**src/rtl/vec_rr_packet_arbiter.sv**
```systemverilog
// Packet-granular round-robin arbiter: NUM_REQ val/rdy requesters share one channel
// through a 1-deep output register that tags each beat with the winning requester.
module vec_rr_packet_arbiter #(
    parameter  int WIDTH   = 8,
    parameter  int NUM_REQ = 4,
    localparam int ID_W    = $clog2(NUM_REQ)
) (
    input  logic                     clk,
    input  logic                     reset,
    input  logic [NUM_REQ*WIDTH-1:0] recv_msg,
    input  logic [NUM_REQ-1:0]       recv_last,
    input  logic [NUM_REQ-1:0]       recv_val,
    output logic [NUM_REQ-1:0]       recv_rdy,
    output logic [WIDTH-1:0]         send_msg,
    output logic [ID_W-1:0]          send_id,
    output logic                     send_last,
    output logic                     send_val,
    input  logic                     send_rdy
);

    typedef enum logic {
        IDLE   = 1'b0,
        LOCKED = 1'b1
    } state_t;

    state_t          state, state_next;
    logic [ID_W-1:0] rr_ptr, rr_ptr_next;
    logic [ID_W-1:0] lock_id, lock_id_next;

    logic            out_free;
    logic            grant_found;
    logic [ID_W-1:0] grant;
    logic [ID_W-1:0] win_id;
    logic [WIDTH-1:0] win_msg;
    logic            win_last;
    logic            accept;

    function automatic logic [ID_W-1:0] next_id(input logic [ID_W-1:0] id);
        if (int'(id) == NUM_REQ - 1)
            return '0;
        else
            return id + ID_W'(1);
    endfunction

    assign out_free = !send_val || send_rdy;

    // Search starts at rr_ptr so the most recent winner is considered last.
    always_comb begin
        grant_found = 1'b0;
        grant       = '0;
        for (int k = 0; k < NUM_REQ; k++) begin
            if (!grant_found && recv_val[(int'(rr_ptr) + k) % NUM_REQ]) begin
                grant_found = 1'b1;
                grant       = ID_W'((int'(rr_ptr) + k) % NUM_REQ);
            end
        end
    end

    always_comb begin
        win_id   = (state == LOCKED) ? lock_id : grant;
        win_msg  = recv_msg[int'(win_id)*WIDTH +: WIDTH];
        win_last = recv_last[win_id];
        recv_rdy = '0;
        if (!reset) begin
            if (state == LOCKED)
                recv_rdy[lock_id] = out_free;
            else if (grant_found)
                recv_rdy[grant] = out_free;
        end
    end

    assign accept = |(recv_val & recv_rdy);

    always_ff @(posedge clk) begin
        if (reset) begin
            state   <= IDLE;
            rr_ptr  <= '0;
            lock_id <= '0;
        end else begin
            state   <= state_next;
            rr_ptr  <= rr_ptr_next;
            lock_id <= lock_id_next;
        end
    end

    always_comb begin
        state_next   = state;
        rr_ptr_next  = rr_ptr;
        lock_id_next = lock_id;
        if (accept) begin
            case (state)
                IDLE: begin
                    if (win_last) begin
                        rr_ptr_next = next_id(grant);
                    end else begin
                        state_next   = LOCKED;
                        lock_id_next = grant;
                    end
                end
                LOCKED: begin
                    if (win_last) begin
                        state_next  = IDLE;
                        rr_ptr_next = next_id(lock_id);
                    end
                end
                default: state_next = IDLE;
            endcase
        end
    end

    // Output register: refill wins over drain, so a full register streams at one beat per cycle.
    always_ff @(posedge clk) begin
        if (reset) begin
            send_val  <= 1'b0;
            send_msg  <= '0;
            send_id   <= '0;
            send_last <= 1'b0;
        end else if (accept) begin
            send_val  <= 1'b1;
            send_msg  <= win_msg;
            send_id   <= win_id;
            send_last <= win_last;
        end else if (send_rdy) begin
            send_val  <= 1'b0;
        end
    end

endmodule

```
**config.mk**
```make
export PLATFORM = sky130hd
export DESIGN_NAME = vec_rr_packet_arbiter
export DESIGN_NICKNAME = d
export VERILOG_FILES = /design/src/rtl/vec_rr_packet_arbiter.sv
export SDC_FILE = /design/constraint.sdc
export NUM_CORES = 1
export LEC_CHECK = 0
export CAP_MARGIN = 5
export CORE_ASPECT_RATIO = 0.75
export CORE_MARGIN = 2
export CORE_UTILIZATION = 50
export CTS_CLUSTER_SIZE = 14
export DETAILED_ROUTE_END_ITERATION = 6
export DONT_BUFFER_PORTS = 1
export PLACE_DENSITY = 0.71
export SYNTH_ARGS = -nofsm -noshare
export SYNTH_HDL_FRONTEND = slang
export SYNTH_SLANG_ARGS = --single-unit
```
**constraint.sdc**
```tcl
create_clock -name clk -period 2.74 [get_ports clk]
set_input_delay 0.548 -clock clk [delete_from_list [all_inputs] [get_ports clk]]
set_output_delay 0.548 -clock clk [all_outputs]
set_load 0.005 [all_outputs]
```
**Yosys cells after proc, flatten, opt, wreduce, memory -nomap -nowiden**

Index checks and enable logic that the tools add are counted.

- Order comparisons: 9
- Reductions and logical operators: 17
- Muxes and demuxes: 37
- Shifts and indexed selects: 1
- Multiply operators: 0
- Equality and inequality tests: 4
- Divide/modulo/power cells: 0
- $add $sub $neg: 5
- Bitwise operators: 8

Operators with widths:

| operator | number |
|---|---|
| $shiftx A32 B6 Y8 | 1 |
| $mux W2 | 9 |
| $mux W1 | 17 |
| $and A4 B4 Y4 | 3 |
| $lt A2 B3 Y1 const B | 4 |
| $lt A3 B4 Y1 const B | 3 |
| $mux W4 | 3 |
| $bmux W1 S2 | 5 |
| $add A2 B1 Y2 const B | 3 |
| $reduce_and A3 Y1 | 2 |
| $reduce_or A2 Y1 | 3 |
| $logic_and A1 B1 Y1 | 5 |
| $add A2 B2 Y2 const B | 2 |
| $demux W1 S2 | 2 |
| $eq A2 B1 Y1 const B | 2 |
| $ge A2 B1 Y1 const B | 2 |
| $logic_not A1 Y1 | 4 |
| $pmux W2 S2 | 1 |
| $reduce_or A4 Y1 | 1 |
| $and A1 B1 Y1 const A | 3 |
| $ne A2 B1 Y1 const B | 1 |
| $ne A2 B2 Y1 const B | 1 |
| $not A1 Y1 | 2 |
| $reduce_bool A2 Y1 | 1 |
| $logic_or A1 B1 Y1 | 1 |

- Memories: 0
- Word-level logic and storage cells: 88
- Bits of input ports: 43
- Latch bits: 0
- Output and inout port bits: 16
- Bits in writable memories: 0
- ROM bits: 0
- Bits in registers: 17

**Depth between registers and ports, before layout**

- Depth after elaboration: 25
- Mapped depth: 12

**Least setup slack after synthesis**

Ideal clock, no wire load.

- Path kind: input to register
- Start point: in recv_val[1]
- End point: reg send_msg[0]
- Path buffers: 2
- Setup time: 0.070 ns
- Arrival time: 2.527 ns
- Stages: 12
- Slack: 0.142 ns
- Cell sequence: a21boi_0 -> o221ai_2 -> inv_2 -> clkbuf_1 -> ha_1 -> nand2b_1 -> o21ai_0 -> a22oi_1 -> and2_1 -> clkbuf_1 -> a311o_1 -> a21oi_1

- Word-level cells in the longest chain between the ends: 22
- Elaborated cells on any way between the ends: 38
- Classes of those cells: order compare: 2; shift: 1; mux: 25; bitwise: 2; reduce/logical: 8

RTL lines:

| what | RTL line | text |
|---|---|---|
| from (decl) | 12 | `input logic [NUM_REQ-1:0] recv_val,` |
| $bmux W1 S2 | 52 | `if (!grant_found && recv_val[(int'(rr_ptr) + k) % NUM_REQ]) begin` |
| $mux W1 (implied by the code) | 52 |  |
| $mux W1 | 52 |  |
| $logic_not A1 Y1 | 52 |  |
| $logic_and A1 B1 Y1 | 52 |  |
| $mux W1 | 52 |  |
| $logic_not A1 Y1 | 52 |  |
| $logic_and A1 B1 Y1 | 52 |  |
| [... 4 more ...] | - |  |
| net grant[0] | 32 | `logic [ID_W-1:0] grant;` |
| [... 2 more ...] | - |  |
| $mux W1 (implied by the code) | 68 | `recv_rdy[grant] = out_free;` |
| $demux W1 S2 | 68 |  |
| $and A4 B4 Y4 (no source line) | - |  |
| $mux W4 | 67 | `else if (grant_found)` |
| $mux W4 | 65 | `if (state == LOCKED)` |
| $mux W4 | 64 | `if (!reset) begin` |
| $and A4 B4 Y4 | 72 | `assign accept = \|(recv_val & recv_rdy);` |
| $reduce_or A4 Y1 | 72 |  |
| to (signal assigned) | 120 | `send_msg <= win_msg;` |
| to (decl) | 14 | `output logic [WIDTH-1:0] send_msg,` |

The timed path passes the listed nets; every way through them passes the cells marked *. The select of a mux whose other input is x is not followed.
A chain may end at the register's enable or synchronous reset.

**Worst setup path in the final report**

- Start point: reg rr_ptr[0]
- End point: out recv_rdy[3]

- Word-level cells in the longest chain between the ends: 20
- Elaborated cells on any way between the ends: 37
- Classes of those cells: add/sub: 3; order compare: 2; mux: 24; bitwise: 1; reduce/logical: 7

RTL lines:

| what | RTL line | text |
|---|---|---|
| from (decl) | 27 | `logic [ID_W-1:0] rr_ptr, rr_ptr_next;` |
| from (signal assigned) | 81 | `rr_ptr <= rr_ptr_next;` |
| $add A2 B1 Y2 or $bmux W1 S2 (tied branches) | 52, 54 |  |
| $bmux W1 S2 or $mux W1 (tied branches) | 52 |  |
| $mux W1 (implied by the code) | 52 |  |
| $mux W1 (implied by the code) or $logic_not A1 Y1 (tied branches) | 52 |  |
| $logic_and A1 B1 Y1 | 52 |  |
| $mux W1 | 52 |  |
| $logic_not A1 Y1 | 52 |  |
| $logic_and A1 B1 Y1 | 52 |  |
| [... 4 more ...] | - |  |
| net grant[1] | 32 |  |
| $lt A2 B3 Y1 (implied by the code) or $ge A2 B1 Y1 (tied branches) | 68 |  |
| $logic_and A1 B1 Y1 (implied by the code) | 68 |  |
| $mux W1 (implied by the code) | 68 |  |
| $demux W1 S2 (*) | 68 |  |
| $and A4 B4 Y4 (no source line) (*) | - |  |
| $mux W4 (*) | 67 |  |
| $mux W4 (*) | 65 |  |
| $mux W4 (*) | 64 |  |
| to (decl) | 13 | `output logic [NUM_REQ-1:0] recv_rdy,` |

Marked as above.

==> summary.md <==
| Metric | Value |
|---|---|
| Async set-reset flop share out of synthesis | 0 |
| CP max-delay cell | dfxtp_1 |
| Top cells by count, synth | nand2_1 (31), a211oi_1 (18), dfxtp_1 (17), inv_1 (14), a21oi_1 (12) |
| Drt pass-1 iters | 4 |
| Sink Count | 17 |
| Most used cell, CP | nand2b_1 |
| Critical Path RT | 2190 ps |
| DP Area | 1403 µm² |
| CTS tree | built |
| DR vias | 1304 |
| Pin count of the biggest net entering global routing | 23 |
| Starting density of the core | 0.5200 |
| Layout Utilization | 0.5615 |
| Max-cap violations | 0 |
| Detailed-route wire length | 3.365 mm |
| CTS Root Cell | clkbuf_4 |
| FP Rows | 16 |
| Most frequent cell after synthesis | nand2_1 |
| Synth Area per Inst | 7.486 µm² |
| Vias/cell | 6.065 |
| Number of nets with antenna violations after routing | 0 |
| Synth area leader | dfxtp_1 |
| Antenna violations before repair | 0 |
| Vias in the first global route | 1196 |
| Hold Path Stages | 1 |
| Area growth syn-to-layout | 7.981% |
| Final non-filler cell area | 1439 µm² |
| GRT overflow | 0 |
| H-Tree Depth | 1 |
| RePlAce Congestion | 0.8505 |
| N_diodes | 0 |
| Fill count | 255 |
| Skew-Pair Late Insertion Delay | 290 ps |
| Synth area leaders | dfxtp_1 (26%), a211oi_1 (10%), nand2_1 (8.7%) |
| # setup viols final | 0 |
| Distinct cells, synth | 34 |
| Crit start category | flop |
| Register area share after synthesis | 0.2554 |
| Wire length per cell | 15.65 µm |
| Share of the synthesized area in the top cell type | 0.2554 |
| Total track usage | 0.2210 |
| CP Max Fanout | 4 |
| Worst slack at placement | -27.45 ps |
| RSZ-0062 raised after global routing | false |
| Fin nets | 231 |
| I/O Pins | 59 |
| Fmax | 384.9 MHz |
| Critical path cell sequence | nand2b_1 -> a21oi_1 -> or2_2 -> inv_1 -> ha_1 -> nand2b_1 -> o21ai_0 -> nor2b_1 |
| Global-route wire length before repair | 5.506 mm |
| VDD IR-drop max | 0.5813 mV |
| Status | completed |
| Synth warn | 0 |
| Initial DRC Count | 59 |
| Layout cells sized above 1 | 0.1006 |
| CTS clk-pin slew, worst paths | 100 ps |
| Hold buffers post-CTS | 0 |
| Std-Cell Core Area | 2562 µm² |
| Crit path kind | reg2out |
| Crit. End Element | output port |
| Synth Flop Type | dfxtp_1 |
| Yosys reg bits | 17 |
| Max-slew violation count | 0 |
| Static Leakage | 0.5644 nW |
| Hold crit path type | in2reg |
| Post-route DRC | 0 |
| Min Tclk post-route | 2598 ps |
| Worst Slack Setup Final | 142.0 ps |
| Syn Nets | 229 |
| Number of buffers created by CTS | 3 |
| Dpl hpwl | 2.670 mm |
| Critical Path AT | 2050 ps |
| Post-synth EDFFs | 0 |
| Maximum buffer depth of the clock tree | 2 |
| Height of the chip | 48.71 µm |
| R2R depth | 12 |
| Rel. slew slack | 0.5423 |
| Die Width | 63.61 µm |
| Die area | 3098 µm² |
| Fin crit share | 0.9482 |
| Cells after Synth | 178 |
| Skew final | 1.037 ps |
| IO buf count | 0 |
| Power per cell area | 843.5 nW/µm² |
| Final Hold Fails | 0 |
| Crit-path max cell delay | 410 ps |
| Cell area after synthesis | 1333 µm² |
| Slew @ Worst Pin | 680.3 ps |
[sequential cells by signal (all words and copies together) (netlist names)]
name	flops
rr_ptr	2
send_id	2
send_last	1
send_msg	8
lock_id	2
state	1
send_val	1
[cell usage in the layout, fill, tap and decap left out, types with 2 or more instances in the layout]
cell type / n
a211oi_1: 18
a21oi_1: 12
a221o_1: 2
a22oi_1: 2
a311o_1: 8
and2_1: 3
buf_4: 6
clkbuf_4: 3
dfxtp_1: 17
ha_1: 8
inv_1: 14
mux2i_1: 5
nand2_1: 31
nand2b_1: 8
nor2_1: 7
nor2b_1: 6
nor3_1: 3
nor3b_1: 4
o21ai_1: 3
or2_2: 2
[final timing paths]
| path | start | to | slack (ps) |
|---|---|---|---|
| worst max-delay path | rr_ptr[0] | recv_rdy[3] | 140 |
| worst min-delay path | reset | send_msg[3] | 310 |
| worst max register to register | rr_ptr[0] | send_msg[6] | 150 |
| worst min register to register | send_msg[7] | send_msg[7] | 470 |
[where the power goes]
| part | switching (mW) | internal [mW] | total (mW) |
|---|---|---|---|
| Clock | 0.0840 | 0.0556 | 0.140 |
| Sequential | 0.0810 | 0.320 | 0.401 |
| Combinational | 0.386 | 0.287 | 0.674 |
| Total | 0.551 | 0.663 | 1.21 |
[critical path, delay by kind of cell (launching register included)]
family	cells	cell delay, ps
AO/OA/AOI/OAI	2	360
adder cells (fa/ha/maj)	1	150
AND/OR/NAND/NOR	4	720
flip-flops	1	410
buffers and inverters	1	100
[metal layers]
layer / vias up / global-route usage / wire [µm]
met1: 615 / 0.3149 / 1571
met2: 43 / 0.3351 / 1519
met3: 4 / 0.06512 / 245
met4: 0 / 0.03986 / 28
li1: 642 / - / -
met5: - / 0 / 0
[logic make-up after synthesis]
logic type | count (synthesis) | synth area share
AO/OA/AOI/OAI | 54 | 0.3042
adder cells (fa/ha/maj) | 8 | 0.07512
buffers and inverters | 25 | 0.07230
flip-flops | 17 | 0.2554
multiplexers | 5 | 0.03756
AND/OR/NAND/NOR | 69 | 0.2554
[layout make-up]
| class | instances | area, µm² | area share |
|---|---|---|---|
| Multi-Input combinational cell | 136 | 902.1 | 0.6270 |
| Clock buffer | 3 | 22.52 | 0.01565 |
| Clock inverter | 1 | 7.507 | 0.005217 |
| Tap cell | 36 | 45.04 | 0.03130 |
| Timing Repair Buffer | 7 | 65.06 | 0.04522 |
| Inverter | 15 | 56.30 | 0.03913 |
| Sequential cell | 17 | 340.3 | 0.2365 |
[repair_timing]
| item | CTS | global route |
|---|---|---|
| setup buffers | 0 | 0 |
| endpoints found under the setup margin | 0 | 17 |
| gates resized for setup | 0 | 4 |
[metrics by stage]
step           TNS, ps  power (mW)  cells  hold WS, ps
2_1_floorplan        0      0.8800    178        448.3
3_3_place_gp         0       1.048    211        456.7
3_5_place_dp    -29.52       1.066    211        463.1
4_1_cts              0       1.207    215        300.1
5_1_grt              0       1.316    215        286.9
6_report             0       1.214    215        310.0
(Power assumes the default switching activity.)
